[config.mk]
export PLATFORM = sky130hd
export DESIGN_NAME = alu_arbiter
export DESIGN_NICKNAME = d
export VERILOG_FILES = /design/src/rtl/alu_arbiter.sv
export SDC_FILE = /design/constraint.sdc
export NUM_CORES = 1
export LEC_CHECK = 0
export BUFFER_PORTS_ARGS = -buffer_cell sky130_fd_sc_hd__buf_2
export CAP_MARGIN = 15
export CORE_UTILIZATION = 31
export DETAILED_ROUTE_END_ITERATION = 10
export PLACE_DENSITY = 0.8
export SETUP_SLACK_MARGIN = 0.05
export SLEW_MARGIN = 20
export SYNTH_ARGS = -nofsm -noshare
export SYNTH_HDL_FRONTEND = slang
export SYNTH_SLANG_ARGS = --single-unit
[constraint.sdc]
create_clock -name clk -period 1.3 [get_ports clk]
set_input_delay 0.195 -clock clk [delete_from_list [all_inputs] [get_ports clk]]
set_output_delay 0.195 -clock clk [all_outputs]
set_load 0.02 [all_outputs]
[src/rtl/alu_arbiter.sv]
// alu_arbiter: two-port arbiter in front of a shared combinational ALU,
// with a one-entry registered response buffer and a {Z,V,N} flag register.
//
// Ports:
//   clk, rst_n                    clock, async active-low reset
//   reqN_valid/ready/op/a/b       request ports 0 and 1
//   alu_in1, alu_in2, alu_op      operands/opcode to the external ALU
//   alu_out, alu_flags            same-cycle ALU result and {Z,V,N}
//   rsp_valid/ready/data/id       registered response channel
//   flags_q                       architectural flags {Z,V,N}
//
// Config: define ALU_ARBITER_RR_EN for round-robin arbitration;
// otherwise port 0 has fixed priority over port 1.

module alu_arbiter (
  input  logic        clk,
  input  logic        rst_n,
  input  logic        req0_valid,
  output logic        req0_ready,
  input  logic [2:0]  req0_op,
  input  logic [15:0] req0_a,
  input  logic [15:0] req0_b,
  input  logic        req1_valid,
  output logic        req1_ready,
  input  logic [2:0]  req1_op,
  input  logic [15:0] req1_a,
  input  logic [15:0] req1_b,
  output logic [15:0] alu_in1,
  output logic [15:0] alu_in2,
  output logic [2:0]  alu_op,
  input  logic [15:0] alu_out,
  input  logic [2:0]  alu_flags,
  output logic        rsp_valid,
  input  logic        rsp_ready,
  output logic [15:0] rsp_data,
  output logic        rsp_id,
  output logic [2:0]  flags_q
);

  localparam logic [2:0] OP_ADD = 3'b000;
  localparam logic [2:0] OP_SUB = 3'b001;
  localparam logic [2:0] OP_XOR = 3'b010;
  localparam logic [2:0] OP_SLL = 3'b100;
  localparam logic [2:0] OP_SRA = 3'b101;
  localparam logic [2:0] OP_ROR = 3'b110;

  logic        r_rsp_valid;
  logic [15:0] r_rsp_data;
  logic        r_rsp_id;
  logic [2:0]  r_flags;

  logic w_free;
  logic w_any;
  logic w_gnt1;
  logic w_accept;
  logic w_sel1;

  // Buffer drains and refills in the same cycle when the consumer takes it.
  assign w_free = ~r_rsp_valid | rsp_ready;
  assign w_any  = req0_valid | req1_valid;

`ifdef ALU_ARBITER_RR_EN
  logic r_last_grant;

  // Port 1 wins if alone, or if both want it and port 0 went last.
  assign w_gnt1 = req1_valid &
                  (~req0_valid | ~r_last_grant);

  always_ff @(posedge clk or negedge rst_n) begin
    if (!rst_n) begin
      r_last_grant <= 1'b1;
    end else if (w_accept) begin
      r_last_grant <= w_gnt1;
    end
  end
`else
  assign w_gnt1 = req1_valid & ~req0_valid;
`endif

  // rst_n gates the readies so nothing is granted while held in reset.
  assign w_accept   = rst_n & w_free & w_any;
  assign w_sel1     = w_accept & w_gnt1;
  assign req0_ready = w_accept & ~w_gnt1;
  assign req1_ready = w_sel1;

  assign alu_in1 = w_sel1 ? req1_a  : req0_a;
  assign alu_in2 = w_sel1 ? req1_b  : req0_b;
  assign alu_op  = w_sel1 ? req1_op : req0_op;

  always_ff @(posedge clk or negedge rst_n) begin
    if (!rst_n) begin
      r_rsp_valid <= 1'b0;
      r_rsp_data  <= 16'h0000;
      r_rsp_id    <= 1'b0;
    end else if (w_accept) begin
      r_rsp_valid <= 1'b1;
      r_rsp_data  <= alu_out;
      r_rsp_id    <= w_gnt1;
    end else if (rsp_ready) begin
      r_rsp_valid <= 1'b0;
    end
  end

  // Arithmetic ops own all flags, logic/shift ops only Z,
  // RED and PADDSB leave the flags alone.
  always_ff @(posedge clk or negedge rst_n) begin
    if (!rst_n) begin
      r_flags <= 3'b000;
    end else if (w_accept) begin
      unique case (alu_op)
        OP_ADD, OP_SUB: r_flags <= alu_flags;
        OP_XOR, OP_SLL,
        OP_SRA, OP_ROR: r_flags[2] <= alu_flags[2];
        default: r_flags <= r_flags;
      endcase
    end
  end

  assign rsp_valid = r_rsp_valid;
  assign rsp_data  = r_rsp_data;
  assign rsp_id    = r_rsp_id;
  assign flags_q   = r_flags;

endmodule

# Word level (Yosys, flattened, before mapping)

Index checks and enable logic that the tools add are counted.

Bits in registers: 21
Output and inout port bits: 58
Logic and storage cells: 31

Eq/ne operators: 5
Mux-type cells: 5
Bitwise logic cells: 10
Reduce and logical (&&, ||, !) cells: 6

Operator list:

| kind               | count |
|---|---|
| $mux 16            | 2 |
| $eq 3x3->1 const B | 3 |
| $reduce_or 6->1    | 1 |
| $and 1x1->1        | 5 |
| $reduce_and 2->1   | 2 |
| $eq 3x1->1 const B | 1 |
| $eq 3x2->1 const B | 1 |
| $logic_not 3->1    | 1 |
| $mux 3             | 1 |
| $not 1->1          | 3 |
| $mux 1             | 2 |
| $or 1x1->1         | 2 |
| $reduce_bool 2->1  | 1 |
| $reduce_or 2->1    | 1 |

# Depth between registers and ports, before layout

Gate-level depths: netlist of run 1.

Word-level depth: 9
Depth in mapped cells: 5
Gate-level depth less buffers: 4

# Worst setup path before layout of run 1

No wires, ideal clock.

Kind: register -> register
From: reg r_rsp_valid, in the netlist rsp_valid
To: reg r_flags[2], in the netlist flags_q[2]
Setup time: 125 ps
Data arrival time: 1424 ps
Data required time: 1175 ps
Setup slack: -248 ps
Stages on the path, launching flop included: 6
Path buffers: 1
Period minus slack after synthesis: 1548 ps
Cell sequence: dfrtp_1 nand2b_2 o211ai_2 buf_6 a311oi_1 mux2_2

Word-level cells in the longest chain between the ends: 9
Elaborated cells on any way between the ends: 14

RTL lines:

| element                            | line | source |
|---|---|---|
| start, declared                    | 47   | `logic r_rsp_valid;` |
| start signal, assigned             | 92   | `r_rsp_valid <= 1'b0;` |
| start signal, assigned             | 96   | `r_rsp_valid <= 1'b1;` |
| start signal, assigned             | 100  | `r_rsp_valid <= 1'b0;` |
| $not 1->1 (*)                      | 59   | `assign w_free = ~r_rsp_valid \| rsp_ready;` |
| $or 1x1->1 (*)                     | 59   |  |
| $and 1x1->1 (*) (2 in series)      | 81   | `assign w_accept = rst_n & w_free & w_any;` |
| $and 1x1->1                        | 82   | `assign w_sel1 = w_accept & w_gnt1;` |
| $mux 3                             | 88   | `assign alu_op = w_sel1 ? req1_op : req0_op;` |
| $eq 3x2->1 (tied with other cells) | 110  | `unique case (alu_op)` |
| $reduce_or 6->1 (no line)          | --   |  |
| $reduce_and 2->1 (no line) (*)     | --   |  |
| end signal, assigned               | 111  | `OP_ADD, OP_SUB: r_flags <= alu_flags;` |
| end signal, assigned               | 113  | `OP_SRA, OP_ROR: r_flags[2] <= alu_flags[2];` |
| end signal, assigned               | 114  | `default: r_flags <= r_flags;` |
| end, declared                      | 50   | `logic [2:0] r_flags;` |

Mark *: on every way between the ends. The rest lies on a longest branch, timed or not.
A chain may end at the register's enable or synchronous reset.

# Worst setup path after layout of run 1

From: reg r_rsp_valid, in the netlist rsp_valid
To: out alu_in2[12]

Word-level cells in the longest chain between the ends: 6

RTL lines:

| element                   | line | source |
|---|---|---|
| $not 1->1                 | 59   |  |
| $or 1x1->1                | 59   |  |
| $and 1x1->1 (2 in series) | 81   |  |
| $and 1x1->1               | 82   |  |
| $mux 16                   | 87   | `assign alu_in2 = w_sel1 ? req1_b : req0_b;` |
| end, declared             | 29   | `output logic [15:0] alu_in2,` |

No other way between the ends.

==> metrics, run 1 <==
CP startpoint rsp_valid; Post-synth EDFFs 0; Die X a little under 70 um; largest stage delay on the critical path roughly 0.42 ns; Synth Cell Area roughly 1400 um^2; Synth top cells by count mux2_4, mux2_2, dfrtp_1; simple-gate area share of the yosys netlist around 5.4%; largest net degree at the start of global routing 20; RSZ-0062 raised after global routing yes; max-cap viol count 0; FF-to-FF End flags_q[2]; FF-to-FF setup slack -0.11 ns; proportion of layout cells with a drive suffix above 1 between 80% and 90%; Synth Area in XOR/XNOR 0%; buffer levels on the longest clock path 2; Crit path depth 5; Synth Area in Adders 0%; post-synthesis mux area share 50.8%; largest family of logic cells by synthesized area multiplexers; clock root buffer master clkbuf_8; Final nets roughly 350; status complete, but fails checks; GR Util met1 a little under a fifth; grt ovf 0; die height 69.3 um; Core Util, Final 56.2%; syn_area_per_cell 14.5 um^2; Final Hold Fails 0; worst reg2reg path depth 4; I/O Buffers around 150; first-pass GRT wire length 6460 um; Async SR Flop Fraction 100%; crit path time final approximately 1.7 ns; Post-DRT Antenna Nets 0; Synth area leaders dfrtp_1, mux2_4, mux2_2; Max H-tree Level 1; pwr/cell area roughly 930 nW/um^2; crit path setup slack, layout -0.405 ns; Site Rows 24; hold_ws around 0.16 ns; core area approximately 4400 um^2; Antenna Cells 0; Tightest Hold Check Type in2reg; area grow syn2layout 74.4%; post-synthesis cell type count 16; period utilization 131%; Top-Level Pins 152; antenna violations before repair 0; final WL between 4000 and 5000 um; Max IR drop VDD slightly above 0.8 mV; slowest CP cell dfrtp_2; GP Congestion between 0.8 and 0.9; most numerous cell in the Yosys netlist mux2_4; Critical Path End Type output port; Avg WL per Cell around 14 um; sequential-to-total area share from yosys stat 37.4%; final setup TNS -14.32 ns; CP top delay family flip-flops; area leader, netlist dfrtp_1; Vias/cell around 4.6; clk_skew roughly 0.0062 ns; Die ar. a little under 5000 um^2; Initial Util 32.2%; worst r2r src rsp_valid; vias in the first global route approximately 1400; failing checks setup timing; Cells after Synth 97; CP Cell Sequence nand2b_4, nand3_4, buf_12, mux2_4, buf_2; clk_lat worst skew 0.26 ns; routing usage on met3 4.07%; Tot GR Track Use 16.7%; post-synth top area share 37.4%; hold_sp alu_out[4]; Compound-Gate Fraction of Synth Area around 2.5%; post-synthesis net count between 150 and 200; WS Path Type reg2out; Yosys reg bits 21; endpoints failing setup 40; dominant synthesized flop cell dfrtp_1; synth warn 0; slew margin rel. 75.8%; arrival time worst endpoint around 1.5 ns; total number of vias 1423; total CTS buffers 3; clock sink count 21; CP Buf/Inv Count 2; final cell count without fillers between 300 and 400; Placed Instances roughly 300; busiest grt layer met2; Max Fclk roughly 590 MHz; CP required around 1.1 ns; Post-route DRC 0; fillers roughly 360; First DRT Iteration DRCs 15; Reg clk slew, reported paths about 0.07 ns; CTS tree done; LEAKAGE ~1.4 nW; met2 usage 30.7%; worst slew pin tran roughly 0.36 ns; Crit Path Max Fanout 19; DR pass1 iterations 4; Setup crit start kind flop; end point of the critical path alu_in2[12]; Final Max Slew Viols 0
-- cell type report --
type	instances	area [um^2]	area share (%)
sequential	21	527	21.5
clock buffer	4	45.0	1.84
inverter	1	3.75	0.153
tap	52	65.1	2.66
timing repair buffer	161	966	39.4
multi-input combinational	70	842	34.4
-- repair_timing --
action | CTS | global route
setup buffers | 0 | 0
hold endpoints to repair | 21 | 0
cloned | 1 | 0
resized for setup | 13 | 23
hold buffers | 1 | 0
endpoints found under the setup margin | 56 | 56
-- worst min path at each step --
| stage | end | slack [ns] | cells after the start |
|---|---|---|---|
| 2_1_floorplan | flags_q[0] | -0.10 | 0 |
| 3_3_place_gp | rsp_id | 0.18 | 2 |
| 3_5_place_dp | rsp_id | 0.18 | 2 |
| 4_1_cts | rsp_data[4] | 0.16 | 2 |
| 5_1_grt | rsp_data[8] | 0.16 | 2 |
| 6_report | rsp_data[4] | 0.16 | 2 |
-- cell usage in the layout (no fill, tap or decap), types with 2 or more instances in the layout --
cell type    n
mux2_2      25
nor2_1       2
dfrtp_1     20
clkbuf_8     3
mux2_4      29
buf_2      132
buf_4       10
nand2_1      5
buf_6       16
buf_12       2
-- metal layers --
layer	vias up	part of all wire (%)
met1	649	37
met2	93	52
met3	10	8.2
met4	0	2.5
met5	-	0
li1	671	-
-- flip-flops by register name, indices dropped and copies added (netlist names) --
name and cells:
rsp_valid 1, rsp_id 1, rsp_data 16, flags_q 3
-- per-stage QoR --
stage	setup slack (ns)	area, um^2	power, mW
after CTS	-0.427	2380	2.26
final	-0.405	2450	2.27
after global routing	-0.452	2450	2.38
after detailed placement	-0.164	2280	1.82
after floorplan	-0.133	1430	1.41
after global placement	-0.161	2280	1.80
-- kinds of logic (layout without fill, tap and decap cells) --
family,count (synthesis),after routing
AO/OA/AOI/OAI,4,4
AND/OR/NAND/NOR,12,12
buffers and inverters,6,166
multiplexers,54,54
flip-flops,21,21
-- power breakdown --
group / internal, mW / switching (mW)
Sequential: 0.772 / 0.0562
Combinational: 0.518 / 0.508
Clock: 0.218 / 0.200
-- worst reg2reg max path: stages, from the launching register on --
cell and delay, ns:
dfrtp_2 0.42, nand2b_4 0.09, o211ai_2 0.17, a311oi_2 0.25
mux2_2 0.36
No activity file was read; power rests on OpenSTA's default activity.
==> run 2: changes to the inputs <==
--- a/config.mk
+++ b/config.mk
@@ -7,6 +7,7 @@
 export LEC_CHECK = 0
 export BUFFER_PORTS_ARGS = -buffer_cell sky130_fd_sc_hd__buf_2
 export CAP_MARGIN = 15
+export CORE_ASPECT_RATIO = 1.2
 export CORE_UTILIZATION = 31
 export DETAILED_ROUTE_END_ITERATION = 10
 export PLACE_DENSITY = 0.8
==> run 2 against run 1 <==
Net effect: the run still ends with setup timing left; wire length up 18%; largest power group unchanged; combinational power grew 11%; count of clock-buffer cells in the layout did not move; clock power up 1%; power increased by 5.1%; die area barely moved; worst setup slack got worse by 0.0039 ns; highest routed layer is now met5; flip-flop and latch count stayed put.
==> metrics, run 2 (synthesis results as in run 1) <==
status complete, but fails checks; failing checks setup timing; final setup TNS -15.99 ns (-1.67 ns); total number of vias 1450 (+1.9%); Critical Path End Type output port; Reg clk slew, reported paths 0.08 ns (about the same); sw frac 33.4% (-0.25 points); crit path time final 1.71 ns (+0.00393 ns); Vias/cell 4.49 (-2.5%); total CTS buffers 3 (unchanged); worst slew pin tran 0.263 ns (-0.0993 ns); Final Hold Fails 0 (unchanged); Crit Path Max Fanout 19 (unchanged); Die X 63.4 um (-8.5%); Tot GR Track Use 19.3% (+2.6 points); clock sink count 21 (unchanged); buffer levels on the longest clock path 2 (unchanged); max FFs per register 16 (unchanged); CTS tree done; endpoints failing setup 56 (+40%); Internal Pwr Total 1.59 mW (+5.5%); FF-to-FF setup slack -0.14 ns (-0.03 ns); Avg WL per Cell 15.8 um (+13%); commonest non-fill, non-tap cell in the layout buf_2; DR pass1 iterations 3 (-1); most frequent cells in the layout buf_2, mux2_4, buf_6, dfrtp_1, mux2_2; First DRT Iteration DRCs 27 (+12); Final Max Slew Viols 0 (unchanged); Tightest Hold Check Type in2async; final WL 5100 um (+18%); Pwr Total 2.39 mW (+5.1%); arrival time worst endpoint 1.51 ns (about the same); Die ar. 4800 um^2 (about the same); switching power 798 uW (+4.3%); proportion of layout cells with a drive suffix above 1 87.8% (+0.24 points); Initial Util 32.7% (+0.45 points); WS Path Type reg2out; Post-DRT Antenna Nets 0 (unchanged); worst r2r src rsp_valid; grt ovf 0 (unchanged); max-cap viol count 0 (unchanged); GP Congestion 0.717 (-19%); clock share of power 17.7% (-0.7 points); first-pass GRT wire length 6870 um (+6.3%); clk_skew 0.00309 ns (-0.00308 ns); antenna violations before repair 9 (+9); largest net degree at the start of global routing 20 (unchanged); core area 4290 um^2 (-1.4%); Max IR drop VDD 0.680 mV (-18%); Site Rows 26 (+8.3%); Detailed Place HPWL ~4100 um; LEAKAGE 1.49 nW (+7.4%); end point of the critical path alu_in2[0]; clk_lat worst skew 0.26 ns (about the same); Reg power frac 34.7% (-1.7 points); FF-to-FF End flags_q[1]; Max Fclk 585 MHz (-0.23%); crit path setup slack, layout -0.408 ns (-0.00393 ns); clock root buffer master clkbuf_8; Top-Level Pins 152 (unchanged); vias in the first global route 1393 (+0.36%); Setup crit start kind flop; RSZ-0062 raised after global routing yes; Comb pwr share 47.6% (+2.4 points); Final nets 357 (+1.4%); worst reg2reg path depth 6 (+2); slew margin rel. 82.4% (+6.6 points); area grow syn2layout 88.0%; Post-route DRC 0 (unchanged); I/O Buffers 151 (unchanged); die height 75.7 um (+9.3%); pwr/cell area 906 nW/um^2 (-2.5%); CP required 1.11 ns (about the same); period utilization 131% (+0.30 points); CP startpoint rsp_valid; Max H-tree Level 1 (unchanged)
run 2: what timing repair did:
item                                    in CTS  in global routing
cloned                                       1                  0
resized for setup                           23                 42
endpoints found under the hold margin        2                  0
hold buffers                                 1                  0
buffers inserted                             5                  0
endpoints found under the setup margin      52                 57
run 2: layout make-up:
cell class                      count  area [um^2]
Timing Repair Buffer              166         1080
Clock buffer                        4         45.0
Inverter                            1         3.75
Multi-Input combinational cell     70          900
Tap cell                           56         70.1
Sequential cell                    21          527
Fill cell                         364         1660
Antenna cell                        5         12.5
run 2: per-layer routing:
metal / wire [um] / vias to the layer above / track usage, %
met2: 2530 / 86 / 35.7
met4: 41 / 8 / 5.56
met1: 1780 / 651 / 17.1
li1: - / 693 / -
met3: 703 / 12 / 13.2
met5: 40 / - / 0
run 2: worst min-delay path by stage:
stage,start,end,slack (ns),depth (start not counted)
detailed placement,rst_n,rsp_id,0.17,2
finish,rst_n,rsp_data[14],0.01,2
floorplan,rst_n,flags_q[0],-0.10,0
global route,rst_n,rsp_data[6],0.03,2
global placement,rst_n,rsp_id,0.16,2
CTS,rst_n,rsp_data[14],0.01,2
run 2: metrics by stage:
step / cells / hold WS, ns / area, um^2 / setup WS, ns / util (%)
floorplan: 97 / -0.101 / 1430 / -0.133 / -
global placement: 307 / 0.163 / 2280 / -0.187 / 53.2
detailed placement: 307 / 0.171 / 2280 / -0.234 / 53.2
CTS: 318 / 0.0109 / 2490 / -0.426 / 58.0
global route: 320 / 0.0334 / 2630 / -0.461 / 61.3
finish: 323 / 0.0102 / 2640 / -0.408 / 61.5
run 2: power by group through the flow:
stage	combinational, mW	clock (mW)	sequential, mW
after floorplan	0.421	0	0.992
after global placement	0.959	0	0.835
after detailed placement	0.976	0	0.840
after CTS	1.07	0.438	0.831
after global routing	1.20	0.462	0.846
final	1.14	0.423	0.830
run 2: critical path, cell delays in order (launching register included):
cell	delay (ns)
dfrtp_2	0.42
nand2b_4	0.08
nand3_4	0.10
buf_12	0.19
mux2_4	0.30
buf_2	0.16
==> run 3: changes to the inputs <==
--- a/config.mk
+++ b/config.mk
@@ -5,7 +5,7 @@
 export SDC_FILE = /design/constraint.sdc
 export NUM_CORES = 1
 export LEC_CHECK = 0
-export BUFFER_PORTS_ARGS = -buffer_cell sky130_fd_sc_hd__buf_2
+export BUFFER_PORTS_ARGS = -buffer_cell sky130_fd_sc_hd__clkbuf_2
 export CAP_MARGIN = 15
 export CORE_ASPECT_RATIO = 1.2
 export CORE_UTILIZATION = 31
==> run 3 against run 2 <==
Net effect: the run still ends with setup timing left; final cell count rose by 0.31%; count of clock-buffer cells in the layout is the same; power fell by 1.8%; clock skew increased by 0.0011 ns; via count rose by 1.8%; clock power down 3%; combinational power decreased by 4%; sequential share of layout area increased by 0.25 points; first-iteration DRC count fell by 15%; design area is 1.2% lower; sequential power is 0.5% higher; register-to-register slack got worse by 0.09 ns.
==> metrics, run 3 (synthesis results as in run 1) <==
Post-DRT Antenna Nets 0 (unchanged); end point of the critical path alu_in1[10]; proportion of layout cells with a drive suffix above 1 88.4% (+0.65 points); Pwr Total 2.35 mW (-1.8%); endpoints failing setup 57 (+1.8%); FF-to-FF End rsp_data[14]; max-cap viol count 0 (unchanged); max FFs per register 16 (unchanged); Final Hold Fails 0 (unchanged); final WL 4890 um (-4.1%); Avg WL per Cell 15.1 um (-4.4%); failing checks setup timing; busiest grt layer met2; area grow syn2layout 85.7%; Crit Path Max Fanout 18 (-1); CP required 1.11 ns (about the same); Critical Path End Type output port; core area 4290 um^2 (unchanged); commonest non-fill, non-tap cell in the layout clkbuf_2; crit path time final 1.70 ns (-0.00433 ns); LEAKAGE 1.50 nW (+0.62%); die height 75.7 um (unchanged); slew margin rel. 81.4% (-0.95 points); worst reg2reg path depth 7 (+1); CTS tree done; Top-Level Pins 152 (unchanged); I/O Buffers 151 (unchanged); Die ar. 4800 um^2 (unchanged); clk_skew 0.00422 ns (+0.00113 ns); pwr/cell area 901 nW/um^2 (-0.55%); met2 usage 36.8% (+1.1 points); largest net degree at the start of global routing 20 (unchanged); Die X 63.4 um (unchanged); period utilization 131% (-0.33 points); arrival time worst endpoint 1.51 ns (about the same); Final Max Slew Viols 0 (unchanged); clk_lat worst skew 0.25 ns (about the same); clock root buffer master clkbuf_8; final cell count without fillers 324 (+0.31%); Tightest Hold Check Type in2async; Max IR drop VDD 0.584 mV (-14%); worst slew pin tran 0.277 ns (+0.0142 ns); Detailed Place HPWL 4050 um (-1.1%); first-pass GRT wire length 6890 um (+0.41%); most frequent cells in the layout clkbuf_2, mux2_4, mux2_2, dfrtp_1, buf_6; Setup crit start kind flop; final setup TNS -17.80 ns (-1.82 ns); clock sink count 21 (unchanged); routing usage on met3 12.1% (-1.0 points); total number of vias 1476 (+1.8%); Post-route DRC 0 (unchanged); Max Fclk 587 MHz (+0.25%); RSZ-0062 raised after global routing yes; Tot GR Track Use 19.3% (about the same); Placed Instances 310 (+0.98%); GR Util met1 17.6% (+0.48 points); CP startpoint rsp_valid; First DRT Iteration DRCs 23 (-15%); Site Rows 26 (unchanged); WS Path Type reg2out; total CTS buffers 3 (unchanged); Vias/cell 4.56 (+1.5%); FF-to-FF setup slack -0.23 ns (-0.09 ns); Initial Util 32.7% (unchanged); Max H-tree Level 1 (unchanged); Reg clk slew, reported paths 0.07 ns (about the same); vias in the first global route 1439 (+3.3%); Final nets 363 (+1.7%); grt ovf 0 (unchanged); DR pass1 iterations 4 (+1); GP Congestion 0.723 (+0.86%); Antenna Cells 0 (-5); crit path setup slack, layout -0.404 ns (+0.00433 ns); buffer levels on the longest clock path 2 (unchanged); status complete, but fails checks; worst r2r src rsp_valid; antenna violations before repair 1 (-8); fillers 383 (+5.2%)
[run 3: worst min-delay path by stage]
stage | end | startpoint | slack (ns)
5_1_grt | rsp_data[6] | rst_n | 0.08
3_3_place_gp | rsp_id | rst_n | 0.18
3_5_place_dp | rsp_id | rst_n | 0.20
6_report | rsp_data[6] | rst_n | 0.04
4_1_cts | rsp_data[8] | rst_n | 0.04
2_1_floorplan | flags_q[0] | rst_n | -0.10
[run 3: per-layer routing]
layer	part of all wire [%]	routed length, um
met5	0.27	13
met1	32	1560
met3	15	743
met4	0.22	11
met2	52	2570
[run 3: power breakdown]
| part | switching [mW] | total, mW | internal (mW) |
|---|---|---|---|
| combinational | 0.528 | 1.10 | 0.575 |
| sequential | 0.0618 | 0.834 | 0.773 |
| clock | 0.192 | 0.409 | 0.218 |
[run 3: area by class of cell]
type / instances / area [um^2] / area share, %
repair buffers: 172 / 1090 / 41.7
multi-input cells: 70 / 873 / 33.5
flip-flops and latches: 21 / 527 / 20.2
well taps: 56 / 70.1 / 2.69
clock buffers: 4 / 45.0 / 1.73
inverters: 1 / 3.75 / 0.144
[run 3: per-stage QoR]
stage          area [um^2]  hold slack [ns]  util, %  setup slack, ns
2_1_floorplan         1430           -0.101        -           -0.133
3_3_place_gp          2320            0.182     54.0           -0.188
3_5_place_dp          2320            0.200     54.0           -0.210
4_1_cts               2520           0.0431     58.8           -0.412
5_1_grt               2610           0.0751     60.7           -0.463
6_report              2610           0.0409     60.7           -0.404
[run 3: critical path, cell delays in order (launching register included)]
cell      delay [ns]
dfrtp_2         0.42
nand2b_4        0.08
nand3_4         0.10
buf_12          0.18
mux2_4          0.30
clkbuf_2        0.15
[run 3: timing repair]
action | CTS | global route
gates resized for setup | 15 | 41
endpoints found under the hold margin | 2 | 0
endpoints found under the setup margin | 56 | 57
buffers inserted | 8 | 2
cloned | 1 | 0
hold buffers | 1 | 0
